## src/rtl/alu_output_stage_if.sv

```systemverilog
// Bundle between the ALU output stage and its environment: the ALU result handshake and the four response ports.
// When ALU_OUT_PARITY_EN is defined, the bundle also carries the out_par signal.
interface alu_output_stage_if;
    logic        alu_valid;
    logic        alu_ready;
    logic [0:63] alu_result;
    logic [0:3]  alu_cmd;
    logic [0:1]  alu_tag;
    logic [1:4]  port_hold;
    logic [0:1]  out_resp1, out_resp2, out_resp3, out_resp4;
    logic [0:31] out_data1, out_data2, out_data3, out_data4;
`ifdef ALU_OUT_PARITY_EN
    logic [1:4]  out_par;

    modport master (
        output alu_valid, alu_result, alu_cmd, alu_tag, port_hold,
        input  alu_ready, out_resp1, out_resp2, out_resp3, out_resp4,
        input  out_data1, out_data2, out_data3, out_data4, out_par
    );
    modport slave (
        input  alu_valid, alu_result, alu_cmd, alu_tag, port_hold,
        output alu_ready, out_resp1, out_resp2, out_resp3, out_resp4,
        output out_data1, out_data2, out_data3, out_data4, out_par
    );
`else
    modport master (
        output alu_valid, alu_result, alu_cmd, alu_tag, port_hold,
        input  alu_ready, out_resp1, out_resp2, out_resp3, out_resp4,
        input  out_data1, out_data2, out_data3, out_data4
    );
    modport slave (
        input  alu_valid, alu_result, alu_cmd, alu_tag, port_hold,
        output alu_ready, out_resp1, out_resp2, out_resp3, out_resp4,
        output out_data1, out_data2, out_data3, out_data4
    );
`endif
endinterface

```

## src/rtl/alu_output_stage.sv

```systemverilog
// ALU return-path stage: this block classifies 64-bit results, queues them, and sends each one as a 32-bit one-cycle response on its port.
// Defining ALU_OUT_PARITY_EN adds registered odd parity on out_par.
module alu_output_stage #(
    parameter int unsigned FIFO_DEPTH = 4
) (
    input logic              c_clk,
    input logic              reset_n,
    alu_output_stage_if.slave bus
);
    localparam int unsigned PTR_W = $clog2(FIFO_DEPTH);
    localparam int unsigned CNT_W = $clog2(FIFO_DEPTH + 1);
    localparam logic [CNT_W-1:0] DEPTH_C = CNT_W'(FIFO_DEPTH);

    typedef struct packed {
        logic        err;
        logic [31:0] data;
        logic [1:0]  tag;
    } entry_t;

    entry_t           mem_q [FIFO_DEPTH];
    logic [PTR_W-1:0] wr_ptr_q, wr_ptr_d, rd_ptr_q, rd_ptr_d;
    logic [CNT_W-1:0] count_q, count_d;
    logic             ready_q, ready_d;
    logic [1:0]       resp_q [4];
    logic [1:0]       resp_d [4];
    logic [31:0]      data_q [4];
    logic [31:0]      data_d [4];
`ifdef ALU_OUT_PARITY_EN
    logic [3:0]       par_q, par_d;
`endif

    entry_t     push_entry, head;
    logic       push, pop;
    logic [0:3] hold_by_tag;

    // Tag 0..3 addresses port_hold[1..4]; the slice copy lines the two up.
    assign hold_by_tag = bus.port_hold;
    assign head        = mem_q[rd_ptr_q];
    assign push        = bus.alu_valid && ready_q;
    assign pop         = (count_q != '0) && !hold_by_tag[head.tag];

    always_comb begin
        push_entry.data = bus.alu_result[32:63];
        push_entry.tag  = bus.alu_tag;
        push_entry.err  = 1'b1;
        case (bus.alu_cmd)
            4'd1, 4'd2: push_entry.err = |bus.alu_result[0:31];
            4'd5, 4'd6: push_entry.err = 1'b0;
            default:    push_entry.err = 1'b1;
        endcase
    end

    always_comb begin
        wr_ptr_d = push ? wr_ptr_q + PTR_W'(1) : wr_ptr_q;
        rd_ptr_d = pop  ? rd_ptr_q + PTR_W'(1) : rd_ptr_q;
        count_d  = count_q;
        if (push && !pop)      count_d = count_q + CNT_W'(1);
        else if (pop && !push) count_d = count_q - CNT_W'(1);
        ready_d = count_d < DEPTH_C;
    end

    always_comb begin
        for (int unsigned i = 0; i < 4; i++) begin
            resp_d[i] = '0;
            data_d[i] = '0;
            if (pop && head.tag == 2'(i)) begin
                resp_d[i] = head.err ? 2'b10 : 2'b01;
                data_d[i] = head.data;
            end
        end
`ifdef ALU_OUT_PARITY_EN
        for (int unsigned i = 0; i < 4; i++) par_d[i] = ~^data_d[i];
`endif
    end

    always_ff @(posedge c_clk) begin
        if (push) mem_q[wr_ptr_q] <= push_entry;
    end

    always_ff @(posedge c_clk or negedge reset_n) begin
        if (!reset_n) begin
            wr_ptr_q <= '0;
            rd_ptr_q <= '0;
            count_q  <= '0;
            ready_q  <= 1'b0;
            for (int unsigned i = 0; i < 4; i++) begin
                resp_q[i] <= '0;
                data_q[i] <= '0;
            end
`ifdef ALU_OUT_PARITY_EN
            par_q <= '1;
`endif
        end else begin
            wr_ptr_q <= wr_ptr_d;
            rd_ptr_q <= rd_ptr_d;
            count_q  <= count_d;
            ready_q  <= ready_d;
            for (int unsigned i = 0; i < 4; i++) begin
                resp_q[i] <= resp_d[i];
                data_q[i] <= data_d[i];
            end
`ifdef ALU_OUT_PARITY_EN
            par_q <= par_d;
`endif
        end
    end

    assign bus.alu_ready = ready_q;
    assign bus.out_resp1 = resp_q[0];
    assign bus.out_resp2 = resp_q[1];
    assign bus.out_resp3 = resp_q[2];
    assign bus.out_resp4 = resp_q[3];
    assign bus.out_data1 = data_q[0];
    assign bus.out_data2 = data_q[1];
    assign bus.out_data3 = data_q[2];
    assign bus.out_data4 = data_q[3];
`ifdef ALU_OUT_PARITY_EN
    assign bus.out_par = {par_q[0], par_q[1], par_q[2], par_q[3]};
`endif
endmodule

```

## src/flat_wrapper.sv

```systemverilog
// flat-port wrapper written by rule: the top's interface ports become plain ports
module alu_output_stage_flat 
#(
    parameter int unsigned FIFO_DEPTH = 4
)
  (c_clk, reset_n, bus_alu_valid, bus_alu_result, bus_alu_cmd, bus_alu_tag, bus_port_hold, bus_alu_ready, bus_out_resp1, bus_out_resp2, bus_out_resp3, bus_out_resp4, bus_out_data1, bus_out_data2, bus_out_data3, bus_out_data4);
  alu_output_stage_if bus_i ();
  input logic c_clk;
  input logic reset_n;
  input wire logic [$bits(bus_i.alu_valid)-1:0] bus_alu_valid;
  input wire logic [$bits(bus_i.alu_result)-1:0] bus_alu_result;
  input wire logic [$bits(bus_i.alu_cmd)-1:0] bus_alu_cmd;
  input wire logic [$bits(bus_i.alu_tag)-1:0] bus_alu_tag;
  input wire logic [$bits(bus_i.port_hold)-1:0] bus_port_hold;
  output wire logic [$bits(bus_i.alu_ready)-1:0] bus_alu_ready;
  output wire logic [$bits(bus_i.out_resp1)-1:0] bus_out_resp1;
  output wire logic [$bits(bus_i.out_resp2)-1:0] bus_out_resp2;
  output wire logic [$bits(bus_i.out_resp3)-1:0] bus_out_resp3;
  output wire logic [$bits(bus_i.out_resp4)-1:0] bus_out_resp4;
  output wire logic [$bits(bus_i.out_data1)-1:0] bus_out_data1;
  output wire logic [$bits(bus_i.out_data2)-1:0] bus_out_data2;
  output wire logic [$bits(bus_i.out_data3)-1:0] bus_out_data3;
  output wire logic [$bits(bus_i.out_data4)-1:0] bus_out_data4;
  assign bus_i.alu_valid = bus_alu_valid;
  assign bus_i.alu_result = bus_alu_result;
  assign bus_i.alu_cmd = bus_alu_cmd;
  assign bus_i.alu_tag = bus_alu_tag;
  assign bus_i.port_hold = bus_port_hold;
  assign bus_alu_ready = bus_i.alu_ready;
  assign bus_out_resp1 = bus_i.out_resp1;
  assign bus_out_resp2 = bus_i.out_resp2;
  assign bus_out_resp3 = bus_i.out_resp3;
  assign bus_out_resp4 = bus_i.out_resp4;
  assign bus_out_data1 = bus_i.out_data1;
  assign bus_out_data2 = bus_i.out_data2;
  assign bus_out_data3 = bus_i.out_data3;
  assign bus_out_data4 = bus_i.out_data4;
  alu_output_stage #(.FIFO_DEPTH(FIFO_DEPTH)) u_core (.c_clk(c_clk), .reset_n(reset_n), .bus(bus_i));
endmodule
```

## config.mk

```make
export PLATFORM = sky130hd
export DESIGN_NAME = alu_output_stage_flat
export DESIGN_NICKNAME = d
export VERILOG_FILES = /design/src/rtl/alu_output_stage_if.sv /design/src/rtl/alu_output_stage.sv /design/src/flat_wrapper.sv
export SDC_FILE = /design/constraint.sdc
export NUM_CORES = 1
export LEC_CHECK = 0
export BUFFER_PORTS_ARGS = -buffer_cell sky130_fd_sc_hd__buf_2
export CORE_MARGIN = 2
export CORE_UTILIZATION = 50
export CTS_BUF_LIST = sky130_fd_sc_hd__clkbuf_16
export CTS_CLUSTER_DIAMETER = 40
export DETAILED_ROUTE_END_ITERATION = 16
export PLACE_DENSITY_LB_ADDON = 0.25
export SKIP_CTS_REPAIR_TIMING = 1
export SYNTH_ARGS = -nofsm -noshare
export SYNTH_HDL_FRONTEND = slang
export SYNTH_SLANG_ARGS = --single-unit
```

## constraint.sdc

```tcl
create_clock -name c_clk -period 3.9 [get_ports c_clk]
set_input_delay 0.39 -clock c_clk [delete_from_list [all_inputs] [get_ports c_clk]]
set_output_delay 0.39 -clock c_clk [all_outputs]
set_load 0.01 [all_outputs]
```

After elaboration in Yosys (flattened, before gate mapping):

Memory sizes are Yosys's and may differ from the RTL's.
Index checks and enable logic that the tools add are counted.
W data, S select, Z words.

* bits in registers: 144
* bits in latches: 0
* RAM bits: 140
* ROM bits: 0
* input bits: 77
* output and inout port bits: 137
* logic and storage cells: 60
* memories kept: 1

Memory list
* u_core.mem_q: depth 4, bits a word 35, read ports 1, clocked after memory_dff 0, wr ports 1, line alu_output_stage.sv:20 `entry_t mem_q [FIFO_DEPTH];`

* add/subtract/negate cells: 4
* $mul: 0
* divide/modulo/power cells: 0
* order comparisons: 2
* equal/unequal tests: 7
* shifts and indexed selects: 0
* multiplexer cells: 17
* bitwise gates (word level): 1
* reductions and logical operators: 16

Operators with widths (number)
* $mux W32: 4
* $reduce_or A32 Y1: 1
* $mux W2: 5
* $eq A4 B3 Y1 const B: 2
* $logic_and A1 B1 Y1: 8
* $mux W3: 2
* $add A2 B1 Y2 const B: 2
* $eq A2 B2 Y1 const B: 2
* $eq A4 B1 Y1 const B: 1
* $eq A4 B2 Y1 const B: 1
* $mux W1: 4
* $reduce_or A2 Y1: 2
* $add A3 B1 Y3 const B: 1
* $ge A3 B3 Y1 const B: 1
* $logic_not A1 Y1: 3
* $lt A3 B3 Y1 const B: 1
* $not A2 Y3: 1
* $reduce_bool A3 Y1: 1
* $sub A3 B1 Y3 const B: 1
* $bmux W1 S2: 1
* $eq A2 B1 Y1 const B: 1
* $logic_not A2 Y1: 1
* $pmux W1 S2: 1

Depth between registers and ports, before layout:

An unclocked memory read counts as a cell.

* word-level depth: 11
* gate-level depth with buffers: 11
* gate-level depth less buffers: 10

Least setup slack after synthesis:

No wires, ideal clock.

* path kind: register -> register
* start: register u_core.rd_ptr_q[0]
* end: register (tool-made name)
* setup time: 82 ps
* arrival: 2202 ps
* required time: 3818 ps
* setup slack: 1616 ps
* cell stages (with the launch flop): 11
* buffers on the path: 1
* clock period less this slack: 2284 ps
* path through: dfrtp_1 buf_6 mux4_2 mux2i_1 mux2i_1 nor2_2 inv_1 ha_1 o21ai_0 a21oi_1 a31oi_1

RTL lines
* from (decl): line alu_output_stage.sv:21 `logic [PTR_W-1:0] wr_ptr_q, wr_ptr_d, rd_ptr_q, rd_ptr_d;`
* from (signal assigned): line alu_output_stage.sv:95 `rd_ptr_q <= rd_ptr_d;`

==> summary.txt <==
Status -> finished, final reports clean
Post-synth top area share -> 0.425
LEAKAGE -> 5.62 nW
Reg2Reg Depth -> 9
CTS tree -> yes
Most frequent cells in the layout -> buf_2, dfrtp_1, edfxtp_1, nor2_1, nand2_1
CTS root buf -> clkbuf_16
Post-synth EDFFs -> 140
PD cells -> 759 nW/um^2
Seq/Total Area, Yosys -> 0.789
Setup TNS -> 0 ns
Arrival @ worst endpoint -> 2.95 ns
Clk_lat worst skew -> 0.49 ns
Grt total ovfl -> 0
Worst-path fanout max -> 6
Final Slew Violations -> 0
Initial Util -> 0.508
Share of post-route cells with drive strength above 1 -> 0.398
Core ar. -> 19500 um^2
Cell variety after synth -> 29
Via density -> 4.97
Fin crit period -> 2.55 ns
Asr flop ratio synth -> 0.507
Setup violators final -> 0
Ys Warns -> 0
RSZ-0062 raised after global routing -> no
Max VDD drop -> 447 uV
Syn Nets -> 667
Slew margin rel. -> 0.162
Mapped Area -> 9890 um^2
Fin nets -> 897
Syn Area/Cell -> 17.0 um^2
Crit Path Category -> flip-flop to flip-flop
Most common cell after layout, fill and taps aside -> buf_2
Critical Path RT -> 4.30 ns
Dpl hpwl -> 12.6 mm
GR Util All Layers -> 0.204
DR WL/cell -> 18.5 um
Crit share post-route -> 0.654
Post-route ant nets -> 0
Fin. Hold Viols -> 0
Syn Inst Count -> 581
CTS sink cnt -> 284
Row count -> 51
Clk slew on worst S/H paths -> 0.06 ns
Nature of the critical path endpoint -> flip-flop
DRC violations left -> 0
Via count -> 5512
Final core utilization -> 0.632
Reg-to-reg slack, setup -> 1.35 ns
Port bufs -> 213
Io pins -> 214
Starting DRC count in detailed routing -> 280
Max Cap Viol -> 0
Top cells by area, synth -> edfxtp_1, dfrtp_1, mux4_2
WL final -> 20.5 mm
Primary FF master, synth -> dfrtp_1
Worst-Margin Slew -> 1.26 ns
Flop and latch count out of synthesis -> 284
CTS HTree Levels -> 2
Global-route wire length before repair -> 32.0 mm
Final Skew -> 0.0168 ns
GPL Wtd Cong -> 0.740
Area grow syn2layout -> 24.4%
Num CTS Buffers -> 34
Fmax -> 392 MHz
Die Height -> 145 um
DRT Pass-1 Iters -> 4
Die Wd -> 145 um
Worst min path class -> input port to asynchronous set/reset pin
Max clock buf depth -> 3
Largest net degree at the start of global routing -> 107
Number of global-route vias before repair -> 6006
Leading area contributor after synthesis -> edfxtp_1
CP startpoint kind -> flip-flop
Initial antenna violation count -> 5
Die area -> 20900 um^2
-- power by group --
| group | total (mW) | internal [mW] | leakage (nW) | switching (mW) |
|---|---|---|---|---|
| Combinational | 2.42 | 0.878 | 1.82 | 1.54 |
| Sequential | 3.95 | 3.75 | 3.25 | 0.194 |
| Clock | 2.97 | 1.81 | 0.556 | 1.16 |
| Total | 9.34 | 6.44 | 5.62 | 2.90 |
-- area by class of cell --
class | count | area, um^2
inverter | 7 | 26.3
antenna | 8 | 20.0
clock buffer | 36 | 901
timing repair buffer | 220 | 1120
clock inverter | 25 | 181
multi-input combinational | 264 | 1910
fill | 1438 | 7160
tap | 265 | 332
sequential | 284 | 7810
-- through the flow --
step | cells | hold WS, ns | cell area [um^2] | total power [mW] | setup WS, ns
4_1_cts | 1101 | 0.0440 | 12300 | 9.43 | 1.35
6_report | 1109 | 0.0231 | 12300 | 9.34 | 1.35
2_1_floorplan | 581 | 0.0944 | 9890 | 5.61 | 1.62
3_3_place_gp | 1040 | 0.515 | 11200 | 6.34 | 1.57
3_5_place_dp | 1040 | 0.528 | 11200 | 6.45 | 1.37
5_1_grt | 1107 | 0.0987 | 12300 | 9.84 | 1.21
-- worst max-delay path, stage by stage (launching register included) --
cell and delay (ns):
dfrtp_2 0.45, mux4_2 0.60, mux2i_1 0.20, mux2i_1 0.14, nor2_2 0.16, inv_1 0.06
ha_1 0.26, o21ai_0 0.29, a21oi_1 0.13, a31oi_1 0.17
-- routing by layer --
| layer | global-route usage | routed length, um | share of wire |
|---|---|---|---|
| met1 | 0.251 | 8320 | 0.41 |
| met2 | 0.351 | 10400 | 0.51 |
| met3 | 0.0484 | 1330 | 0.065 |
| met4 | 0.0797 | 471 | 0.023 |
| met5 | 0 | 0 | 0 |
-- cell families (layout without fill, tap and decap cells) --
| logic type | count (synthesis) | count (layout) | synth area share |
|---|---|---|---|
| muxes | 38 | 38 | 0.0827 |
| adders and majority gates | 9 | 9 | 0.0114 |
| and+or+nand+nor | 202 | 202 | 0.0880 |
| AOI/OAI and AO/OA | 10 | 10 | 0.00569 |
| xor gates and xnor gates | 5 | 5 | 0.00443 |
| DFF | 284 | 284 | 0.789 |
| other | 0 | 8 | 0 |
| buffers and inverters | 33 | 288 | 0.0185 |
-- final timing paths --
kind,end,startpoint
setup / recovery,flip-flop,u_core.rd_ptr_q[0]$_DFFE_PN0P_
hold / removal,u_core.count_q[1]$_DFFE_PN0P_,reset_n
max in group asynchronous,u_core.bus.out_data4[20]$_DFF_PN0_,reset_n
setup reg to reg,flip-flop,u_core.rd_ptr_q[0]$_DFFE_PN0P_
hold reg to reg,u_core.wr_ptr_q[0]$_DFFE_PN0P_,u_core.wr_ptr_q[0]$_DFFE_PN0P_
min in group c_clk,u_core.mem_q[3][8]$_DFFE_PP_,bus_alu_result[6]
-- state kept, by name, indices dropped and copies added, names as in the netlist, named ones only --
signal and cells:
u_core.bus.out_resp4 2, u_core.count_q 2, u_core.bus.out_data4 32, u_core.bus.out_resp3 2, u_core.bus.alu_ready 1, u_core.rd_ptr_q 2
u_core.wr_ptr_q 2, u_core.bus.out_resp2 2, u_core.mem_q 140, u_core.bus.out_data1 32, u_core.bus.out_data3 32, u_core.bus.out_resp1 2
u_core.bus.out_data2 32
-- cells in the mapped netlist (all sizes together), types with 3 or more instances --
cell type,number
mux4,35
o21ai,5
nor2,141
mux2i,3
clkbuf,14
and3,4
ha,9
xnor2,3
nand2,39
dfrtp,144
inv,7
edfxtp,140
buf,12
nor4,8
Power figures use the tool's default switching activity.
